## src/rtl/alu_writeback.sv

```systemverilog
// alu_writeback: consumer end of the ALU result interface. Detects each toggle of
//   alu_signal, captures the result bundle, and retires it to the register file
//   (ADD/SUB/MUL), the branch flag (BEQ) or the PC (BNZ).
// Latency: toggle seen at edge N -> rf_we/pc_load high in the cycle after edge N;
//   minimum two cycles per retirement (state cycle + IDLE cycle).
// Backpressure: WRITE holds until rf_ready; one further result is parked in a
//   one-deep pending slot, anything beyond that is dropped and flagged (drop_err).
//
// Ports:
//   clock, reset        core clock, synchronous active-high reset
//   alu_signal          completion toggle; every level change is one new result
//   alu_solution/_overflow/_jump, op, rd
//                       result bundle and issued op, sampled on the toggle edge
//   rf_ready            register file accepts the write this cycle
//   rf_we/rf_waddr/rf_wdata   register-file write request
//   beq_flag            last BEQ compare result
//   pc_load/pc_value    one-cycle PC load strobe and value
//   ovf_flag            overflow of last retired ADD/SUB/MUL
//   busy                FSM not idle or pending slot occupied
//   illegal_op          one-cycle pulse for an undefined opcode
//   drop_err            sticky: a result was lost to a full pending slot
//   retired             wrapping count of retired results

module alu_writeback #(
  parameter int DATA_W  = 8,
  parameter int RADDR_W = 2,
  parameter int CNT_W   = 8
) (
  input  logic               clock,
  input  logic               reset,
  input  logic               alu_signal,
  input  logic [DATA_W-1:0]  alu_solution,
  input  logic               alu_overflow,
  input  logic [DATA_W-1:0]  alu_jump,
  input  logic [2:0]         op,
  input  logic [RADDR_W-1:0] rd,
  input  logic               rf_ready,
  output logic               rf_we,
  output logic [RADDR_W-1:0] rf_waddr,
  output logic [DATA_W-1:0]  rf_wdata,
  output logic               beq_flag,
  output logic               pc_load,
  output logic [DATA_W-1:0]  pc_value,
  output logic               ovf_flag,
  output logic               busy,
  output logic               illegal_op,
  output logic               drop_err,
  output logic [CNT_W-1:0]   retired
);

  typedef enum logic [1:0] {
    ST_IDLE   = 2'd0,
    ST_WRITE  = 2'd1,
    ST_FLAG   = 2'd2,
    ST_BRANCH = 2'd3
  } state_t;

  localparam logic [2:0] OP_ADD = 3'b000;
  localparam logic [2:0] OP_SUB = 3'b001;
  localparam logic [2:0] OP_MUL = 3'b010;
  localparam logic [2:0] OP_BEQ = 3'b110;
  localparam logic [2:0] OP_BNZ = 3'b111;

  // ---------------------------------------------------------------------------
  // State
  // ---------------------------------------------------------------------------
  state_t               state_q, state_d;
  logic                 sig_q;

  // Working registers: the result currently being retired.
  logic [2:0]           w_op_q, w_op_d;
  logic [RADDR_W-1:0]   w_rd_q, w_rd_d;
  logic [DATA_W-1:0]    w_sol_q, w_sol_d;
  logic                 w_ovf_q, w_ovf_d;
  logic [DATA_W-1:0]    w_jump_q, w_jump_d;

  // One-deep pending slot.
  logic                 s_vld_q, s_vld_d;
  logic [2:0]           s_op_q, s_op_d;
  logic [RADDR_W-1:0]   s_rd_q, s_rd_d;
  logic [DATA_W-1:0]    s_sol_q, s_sol_d;
  logic                 s_ovf_q, s_ovf_d;
  logic [DATA_W-1:0]    s_jump_q, s_jump_d;

  // Architectural flags and counters.
  logic                 beq_q, beq_d;
  logic                 ovf_q, ovf_d;
  logic                 drop_q, drop_d;
  logic                 ill_q, ill_d;
  logic [CNT_W-1:0]     ret_q, ret_d;

  // ---------------------------------------------------------------------------
  // Event detection and capture routing
  // ---------------------------------------------------------------------------
  logic                 evt;
  logic                 is_idle;
  logic                 src_from_slot;
  logic                 src_from_evt;
  logic                 src_vld;
  logic [2:0]           src_op;
  logic [RADDR_W-1:0]   src_rd;
  logic [DATA_W-1:0]    src_sol;
  logic                 src_ovf;
  logic [DATA_W-1:0]    src_jump;
  logic                 slot_take;
  logic                 slot_room;
  logic                 drop_now;
  logic                 src_illegal;
  logic                 wr_accept;
  logic                 retire;

  assign evt     = alu_signal ^ sig_q;
  assign is_idle = (state_q == ST_IDLE);

  // In IDLE a parked result always goes first; a fresh event is only taken
  // straight into the working registers when nothing is waiting ahead of it.
  assign src_from_slot = is_idle && s_vld_q;
  assign src_from_evt  = is_idle && !s_vld_q && evt;
  assign src_vld       = src_from_slot || src_from_evt;

  always_comb begin
    src_op   = op;
    src_rd   = rd;
    src_sol  = alu_solution;
    src_ovf  = alu_overflow;
    src_jump = alu_jump;
    if (s_vld_q) begin
      src_op   = s_op_q;
      src_rd   = s_rd_q;
      src_sol  = s_sol_q;
      src_ovf  = s_ovf_q;
      src_jump = s_jump_q;
    end
  end

  // Any event not taken directly must be parked. The slot has room if it is
  // empty or is being drained into the working registers on this same edge.
  assign slot_take = evt && !src_from_evt;
  assign slot_room = !s_vld_q || src_from_slot;
  assign drop_now  = slot_take && !slot_room;

  always_comb begin
    src_illegal = 1'b1;
    case (src_op)
      OP_ADD, OP_SUB, OP_MUL, OP_BEQ, OP_BNZ: src_illegal = 1'b0;
      default:                                src_illegal = 1'b1;
    endcase
  end

  assign wr_accept = (state_q == ST_WRITE) && rf_ready;
  assign retire    = wr_accept || (state_q == ST_FLAG) || (state_q == ST_BRANCH);

  // ---------------------------------------------------------------------------
  // FSM: state register
  // ---------------------------------------------------------------------------
  always_ff @(posedge clock) begin
    if (reset) begin
      state_q <= ST_IDLE;
    end else begin
      state_q <= state_d;
    end
  end

  // ---------------------------------------------------------------------------
  // FSM: next-state logic
  // ---------------------------------------------------------------------------
  always_comb begin
    state_d = state_q;
    case (state_q)
      ST_IDLE: begin
        if (src_vld) begin
          case (src_op)
            OP_ADD, OP_SUB, OP_MUL: state_d = ST_WRITE;
            OP_BEQ:                 state_d = ST_FLAG;
            OP_BNZ:                 state_d = ST_BRANCH;
            default:                state_d = ST_IDLE;
          endcase
        end
      end
      ST_WRITE:  if (rf_ready) state_d = ST_IDLE;
      ST_FLAG:   state_d = ST_IDLE;
      ST_BRANCH: state_d = ST_IDLE;
      default:   state_d = ST_IDLE;
    endcase
  end

  // ---------------------------------------------------------------------------
  // FSM: outputs
  // ---------------------------------------------------------------------------
  // Address/data buses are zeroed outside their strobe so the interface is
  // quiet while idle and after reset.
  always_comb begin
    rf_we    = 1'b0;
    rf_waddr = '0;
    rf_wdata = '0;
    pc_load  = 1'b0;
    pc_value = '0;
    case (state_q)
      ST_WRITE: begin
        rf_we    = 1'b1;
        rf_waddr = w_rd_q;
        rf_wdata = w_sol_q;
      end
      ST_BRANCH: begin
        pc_load  = 1'b1;
        pc_value = w_jump_q;
      end
      default: ;
    endcase
  end

  assign busy       = !is_idle || s_vld_q;
  assign beq_flag   = beq_q;
  assign ovf_flag   = ovf_q;
  assign drop_err   = drop_q;
  assign illegal_op = ill_q;
  assign retired    = ret_q;

  // ---------------------------------------------------------------------------
  // Datapath next-state
  // ---------------------------------------------------------------------------
  always_comb begin
    w_op_d   = w_op_q;
    w_rd_d   = w_rd_q;
    w_sol_d  = w_sol_q;
    w_ovf_d  = w_ovf_q;
    w_jump_d = w_jump_q;
    if (src_vld) begin
      w_op_d   = src_op;
      w_rd_d   = src_rd;
      w_sol_d  = src_sol;
      w_ovf_d  = src_ovf;
      w_jump_d = src_jump;
    end
  end

  always_comb begin
    s_vld_d  = s_vld_q;
    s_op_d   = s_op_q;
    s_rd_d   = s_rd_q;
    s_sol_d  = s_sol_q;
    s_ovf_d  = s_ovf_q;
    s_jump_d = s_jump_q;
    if (src_from_slot) begin
      s_vld_d = 1'b0;
    end
    if (slot_take && slot_room) begin
      s_vld_d  = 1'b1;
      s_op_d   = op;
      s_rd_d   = rd;
      s_sol_d  = alu_solution;
      s_ovf_d  = alu_overflow;
      s_jump_d = alu_jump;
    end
  end

  always_comb begin
    beq_d  = beq_q;
    ovf_d  = ovf_q;
    drop_d = drop_q || drop_now;
    ill_d  = src_vld && src_illegal;
    ret_d  = ret_q + CNT_W'(retire);
    if (state_q == ST_FLAG) begin
      beq_d = (w_sol_q == DATA_W'(1));
    end
    if (wr_accept) begin
      ovf_d = w_ovf_q;
    end
  end

  // ---------------------------------------------------------------------------
  // Datapath registers
  // ---------------------------------------------------------------------------
  always_ff @(posedge clock) begin
    if (reset) begin
      sig_q    <= 1'b0;
      w_op_q   <= '0;
      w_rd_q   <= '0;
      w_sol_q  <= '0;
      w_ovf_q  <= 1'b0;
      w_jump_q <= '0;
      s_vld_q  <= 1'b0;
      s_op_q   <= '0;
      s_rd_q   <= '0;
      s_sol_q  <= '0;
      s_ovf_q  <= 1'b0;
      s_jump_q <= '0;
      beq_q    <= 1'b0;
      ovf_q    <= 1'b0;
      drop_q   <= 1'b0;
      ill_q    <= 1'b0;
      ret_q    <= '0;
    end else begin
      sig_q    <= alu_signal;
      w_op_q   <= w_op_d;
      w_rd_q   <= w_rd_d;
      w_sol_q  <= w_sol_d;
      w_ovf_q  <= w_ovf_d;
      w_jump_q <= w_jump_d;
      s_vld_q  <= s_vld_d;
      s_op_q   <= s_op_d;
      s_rd_q   <= s_rd_d;
      s_sol_q  <= s_sol_d;
      s_ovf_q  <= s_ovf_d;
      s_jump_q <= s_jump_d;
      beq_q    <= beq_d;
      ovf_q    <= ovf_d;
      drop_q   <= drop_d;
      ill_q    <= ill_d;
      ret_q    <= ret_d;
    end
  end

endmodule
```

## config.mk

```make
export PLATFORM = sky130hd
export DESIGN_NAME = alu_writeback
export DESIGN_NICKNAME = d
export VERILOG_FILES = /design/src/rtl/alu_writeback.sv
export SDC_FILE = /design/constraint.sdc
export NUM_CORES = 1
export LEC_CHECK = 0
export CORE_MARGIN = 8
export CORE_UTILIZATION = 45
export CTS_CLUSTER_DIAMETER = 120
export DETAILED_ROUTE_END_ITERATION = 10
export GPL_TIMING_DRIVEN = 0
export PLACE_DENSITY_LB_ADDON = 0.15
export RECOVER_POWER = 25
export SLEW_MARGIN = 20
export SYNTH_ARGS = -nofsm -noshare
export SYNTH_HDL_FRONTEND = slang
export SYNTH_SLANG_ARGS = --single-unit
```

## constraint.sdc

```tcl
create_clock -name clock -period 1.56 [get_ports clock]
set_input_delay 0.312 -clock clock [delete_from_list [all_inputs] [get_ports clock]]
set_output_delay 0.312 -clock clock [all_outputs]
set_load 0.02 [all_outputs]
```

# [After elaboration in Yosys (flattened, before gate mapping)]
# Cells that the tools add are included.
[totals] register_bits=57 elab_cells=71
[classes] addsub=1 n_eq_ne=10 muxes=17 bitwise=1 n_reduce_logical=25
[ops] cell="$mux W8" count=4
[ops] cell="$pmux W2 S3" count=2
[ops] cell="$add A8 B1 Y8" count=1
[ops] cell="$eq A8 B1 Y1 const B" count=1
[ops] cell="$logic_and A1 B1 Y1" count=8
[ops] cell="$mux W2" count=4
[ops] cell="$eq A3 B3 Y1 const B" count=2
[ops] cell="$logic_or A1 B1 Y1" count=6
[ops] cell="$mux W1" count=6
[ops] cell="$reduce_or A5 Y1" count=1
[ops] cell="$eq A2 B2 Y1 const B" count=2
[ops] cell="$logic_not A1 Y1" count=4
[ops] cell="$eq A3 B1 Y1 const B" count=1
[ops] cell="$eq A3 B2 Y1 const B" count=1
[ops] cell="$logic_not A3 Y1" count=1
[ops] cell="$mux W3" count=1
[ops] cell="$reduce_or A3 Y1" count=1
[ops] cell="$eq A2 B1 Y1 const B" count=1
[ops] cell="$logic_not A2 Y1" count=1
[ops] cell="$ne A2 B1 Y1 const B" count=1
[ops] cell="$ne A2 B2 Y1 const B" count=1
[ops] cell="$reduce_and A2 Y1" count=1
[ops] cell="$reduce_bool A2 Y1" count=1
[ops] cell="$reduce_or A2 Y1" count=1
[ops] cell="$xor A1 B1 Y1" count=1

# [Depth between registers and ports, before layout]
[logic_depth] depth_word=7 ltp_mapped=8 mapped_depth_nobuf=7

# [Least setup slack after synthesis]
# Ideal clock, no wire load.
[synth_path] kind="reg-to-output" startpoint="register state_q[0]" endpoint="output port rf_waddr[0]" arrival_ns=1.290 required_time_ns=1.248 setup_slack_ns=-0.042 stages_incl_launch_ff=4 n_path_buf=1 path_cell_list="dfxtp_1 -> nor2b_1 -> clkbuf_1 -> and2_1"
[synth_between] elab_chain_cells=2
[synth_lines] item="start, declared" line_no="67" source="state_t state_q, state_d;"
[synth_lines] item="start signal, assigned" line_no="160" source="state_q <= state_d;"
[synth_lines] item="$eq A2 B1 Y1" line_no="198" source="case (state_q)"
[synth_lines] item="$mux W2" line_no="198"
[synth_lines] item="end, declared" line_no="39" source="output logic [RADDR_W-1:0] rf_waddr,"
# Every way passes these cells.

# [Final worst setup path]
[layout_path] startpoint="register state_q[0]" endpoint="output port rf_wdata[6]"
[layout_between] elab_chain_cells=2
[layout_lines] item="$eq A2 B1 Y1" line_no="198"
[layout_lines] item="$mux W8" line_no="198"
[layout_lines] item="end, declared" line_no="40" source="output logic [DATA_W-1:0] rf_wdata,"
# Every way passes these cells.

==> impl_metrics.ini <==
[global_routing]
grt_usage_pct = 15.7
grt_use_met3_pct = 6.65
grt.met2_usage_pct = 25.9
grt_pass1_vias = 2223
grt_busiest_layer = met2
use_met1_pct = 18.0
overflow = 0
grt_pass1_wl_um = 10500
grt_max_degree = 11
antenna_found_initial = 0

[logic_synthesis]
avgSynthCellArea_um2 = 8.84
yosysTopAreaCell = dfxtp_1
synth_cell_type_count = 33
async_reset_ff_share_pct = 0
synthTopCellsByArea = dfxtp_1 (45%), nand2_1 (7.6%), mux2i_1 (7.6%)
syn_nets = 313
yosys_warnings = 0
synth-seq-area-share_pct = 45.3
synth-seq-cells = 57
synthCells = 285
synthesis.area_um2 = 2520
synth_edf_count = 0
netlist.area_leader.share_pct = 45.3
synthFlopType = dfxtp_1

[worst_setup_path]
path_cells = nor2b_4, buf_8, and2_1, buf_6
cp-start-kind = register
path_class = register to primary output
max_stage_delay_ns = 0.37
slowest_stage = dfxtp_4
worst_ep_required_time_ns = 1.25
worstPathMaxFanout = 10
cp.arrival_ns = 1.28
r2r_slack_ns = 0.10
critPathCaptureType = primary output

[die]
rows = 27
start_util_pct = 46.0
die_h_um = 90.8
die_x_um = 90.8
io_pins = 59
core_area_um2 = 5470
dieArea_um2 = 8250

[detailed_routing]
drc_errors = 0
viasPerCell = 5.02
drt_iter0_drc = 145
dr.pass1.iters = 4
num_vias = 2183
wl_per_cell_um = 14.6
wirelength_um = 6340
ant_nets = 0

[clocking]
clock_sinks = 57
clock_path_buffers = 2
cts-root-buf = clkbuf_8
clock_latency_ns = 0.33
clk_pin_slew_worst_paths_ns = 0.06
cts_made_buffers = 9
htree_levels = 3
cts_hold_buf = 0
cts_tree = done

[timing]
whs_ns = 0.357
finalHoldViolCount = 0
tns_ns = -0.309
worst_slew_pin_slew_ns = 0.682
fin_crit_sh_pct = 102
fin_skew_ns = 0.00634
maxSlewHeadroom_pct = 54.5
rsz0062_at_grt = true
drv_slew = 0
setup_ws_ns = -0.0354
setup_viol = 11
clock.fmax_mhz = 627
min_period_ns = 1.60

[run]
maxCapViolations = 0

[layout]
nets = 387
drive_gt1_share_pct = 21.2
num_antenna_cells = 0
layout.cells.non_filler = 435
nFillCells = 478
area_growth_pct = 37.2
final_cell_mix = dfxtp_1 (55), nand2_1 (51), nor2_1 (31), a21oi_1 (26), clkdlybuf4s50_1 (22)
layout_commonest_cell = dfxtp_1

[hold_path]
hp-class = input pin to register

[power_and_ir_drop]
cellLeakagePower_nw = 1.42
p_per_area_nw_per_um2 = 1120
p_total_mw = 3.86
peakVddDrop_v = 0.000780

[place]
gp_congestion = 0.804
dp.cells = 414
post-place-ws_ns = -0.540
place.port_buffers = 57
dpl.hpwl_um = 4420

[status]
outcome = complete, but fails checks
failed_checks = setup timing
sequential cells by signal, summed over array words and instances (netlist names):
signal      count
s_op_q          3
w_rd_q          2
w_sol_q         8
drop_err        1
sig_q           1
illegal_op      1
s_rd_q          2
s_vld_q         1
s_sol_q         8
beq_flag        1
w_jump_q        8
s_jump_q        8
w_ovf_q         1
retired         8
s_ovf_q         1
state_q         2
ovf_flag        1
per-layer routing:
metal	up-vias	routed length, um
met5	-	0
met4	0	68
met3	6	294
met2	42	3050
met1	1011	2930
li1	1124	-
cells by family (layout without fill, tap and decap cells):
kind of cell,count (synthesis),count (layout),synth area share [%]
mux,19,19,7.55
fa+ha+maj,2,2,0.993
simple gates,122,122,22.2
buf+inv,21,99,5.36
flops,57,57,45.3
xor+xnor,8,8,3.08
compound gates,56,56,15.5
layout make-up:
class / count / area (um2) / share of cell area, %
Buffer: 20 / 168 / 4.85
Timing Repair Buffer: 63 / 583 / 16.9
Sequential cell: 57 / 1150 / 33.2
Inverter: 1 / 3.75 / 0.109
Clock buffer: 12 / 155 / 4.49
Tap cell: 72 / 90.1 / 2.61
Clock inverter: 3 / 40.0 / 1.16
Multi-Input combinational cell: 207 / 1270 / 36.7
synthesized netlist by cell type (3+ instances only):
cell type,count
a211oi_1,9
a211oi_2,10
a21oi_1,26
and2_1,11
and3_1,13
buf_2,3
buf_6,4
clkbuf_1,9
dfxtp_1,57
mux2i_1,19
nand2_1,51
nand3_1,6
nor2_1,31
nor2b_1,4
o21ai_0,6
xnor2_1,3
xor2_1,4
critical path: cells and delay by family, from the launching register on:
kind                   cells  cell delay, ns
buffers and inverters      2            0.25
DFF                        1            0.37
and+or+nand+nor            2            0.33
where the power goes:
| part | switching [mW] | leakage (nW) | internal [mW] |
|---|---|---|---|
| clock | 0.552 | 0.102 | 0.810 |
| sequential | 0.0795 | 0.468 | 1.59 |
| combinational | 0.432 | 0.850 | 0.389 |
| total | 1.06 | 1.42 | 2.79 |
worst paths after layout:
| check | from | to | cells past startpoint |
|---|---|---|---|
| worst max-delay path | state_q[0]$_SDFFE_PP0P_ | rf_wdata[6] | 4 |
| worst min-delay path | rf_ready | ovf_flag$_SDFFE_PP0N_ | 3 |
| worst max register to register | state_q[0]$_SDFFE_PP0P_ | retired[7]$_SDFF_PP0_ | 8 |
| worst min register to register | s_jump_q[7]$_SDFFE_PP0P_ | s_jump_q[7]$_SDFFE_PP0P_ | 2 |
per-stage QoR:
stage          util (%)  cell area, um2
2_1_floorplan         -            2520
3_5_place_dp       58.1            3180
4_1_cts            62.0            3390
6_report           63.1            3450
3_3_place_gp       58.1            3180
5_1_grt            63.1            3450
what timing repair did:
action,4_1_cts,5_1_grt
resized for setup,135,15
pin swaps,2,1
setup buffers,3,3
endpoints found under the setup margin,57,34
Note: power is estimated with default switching activity, not from simulation.
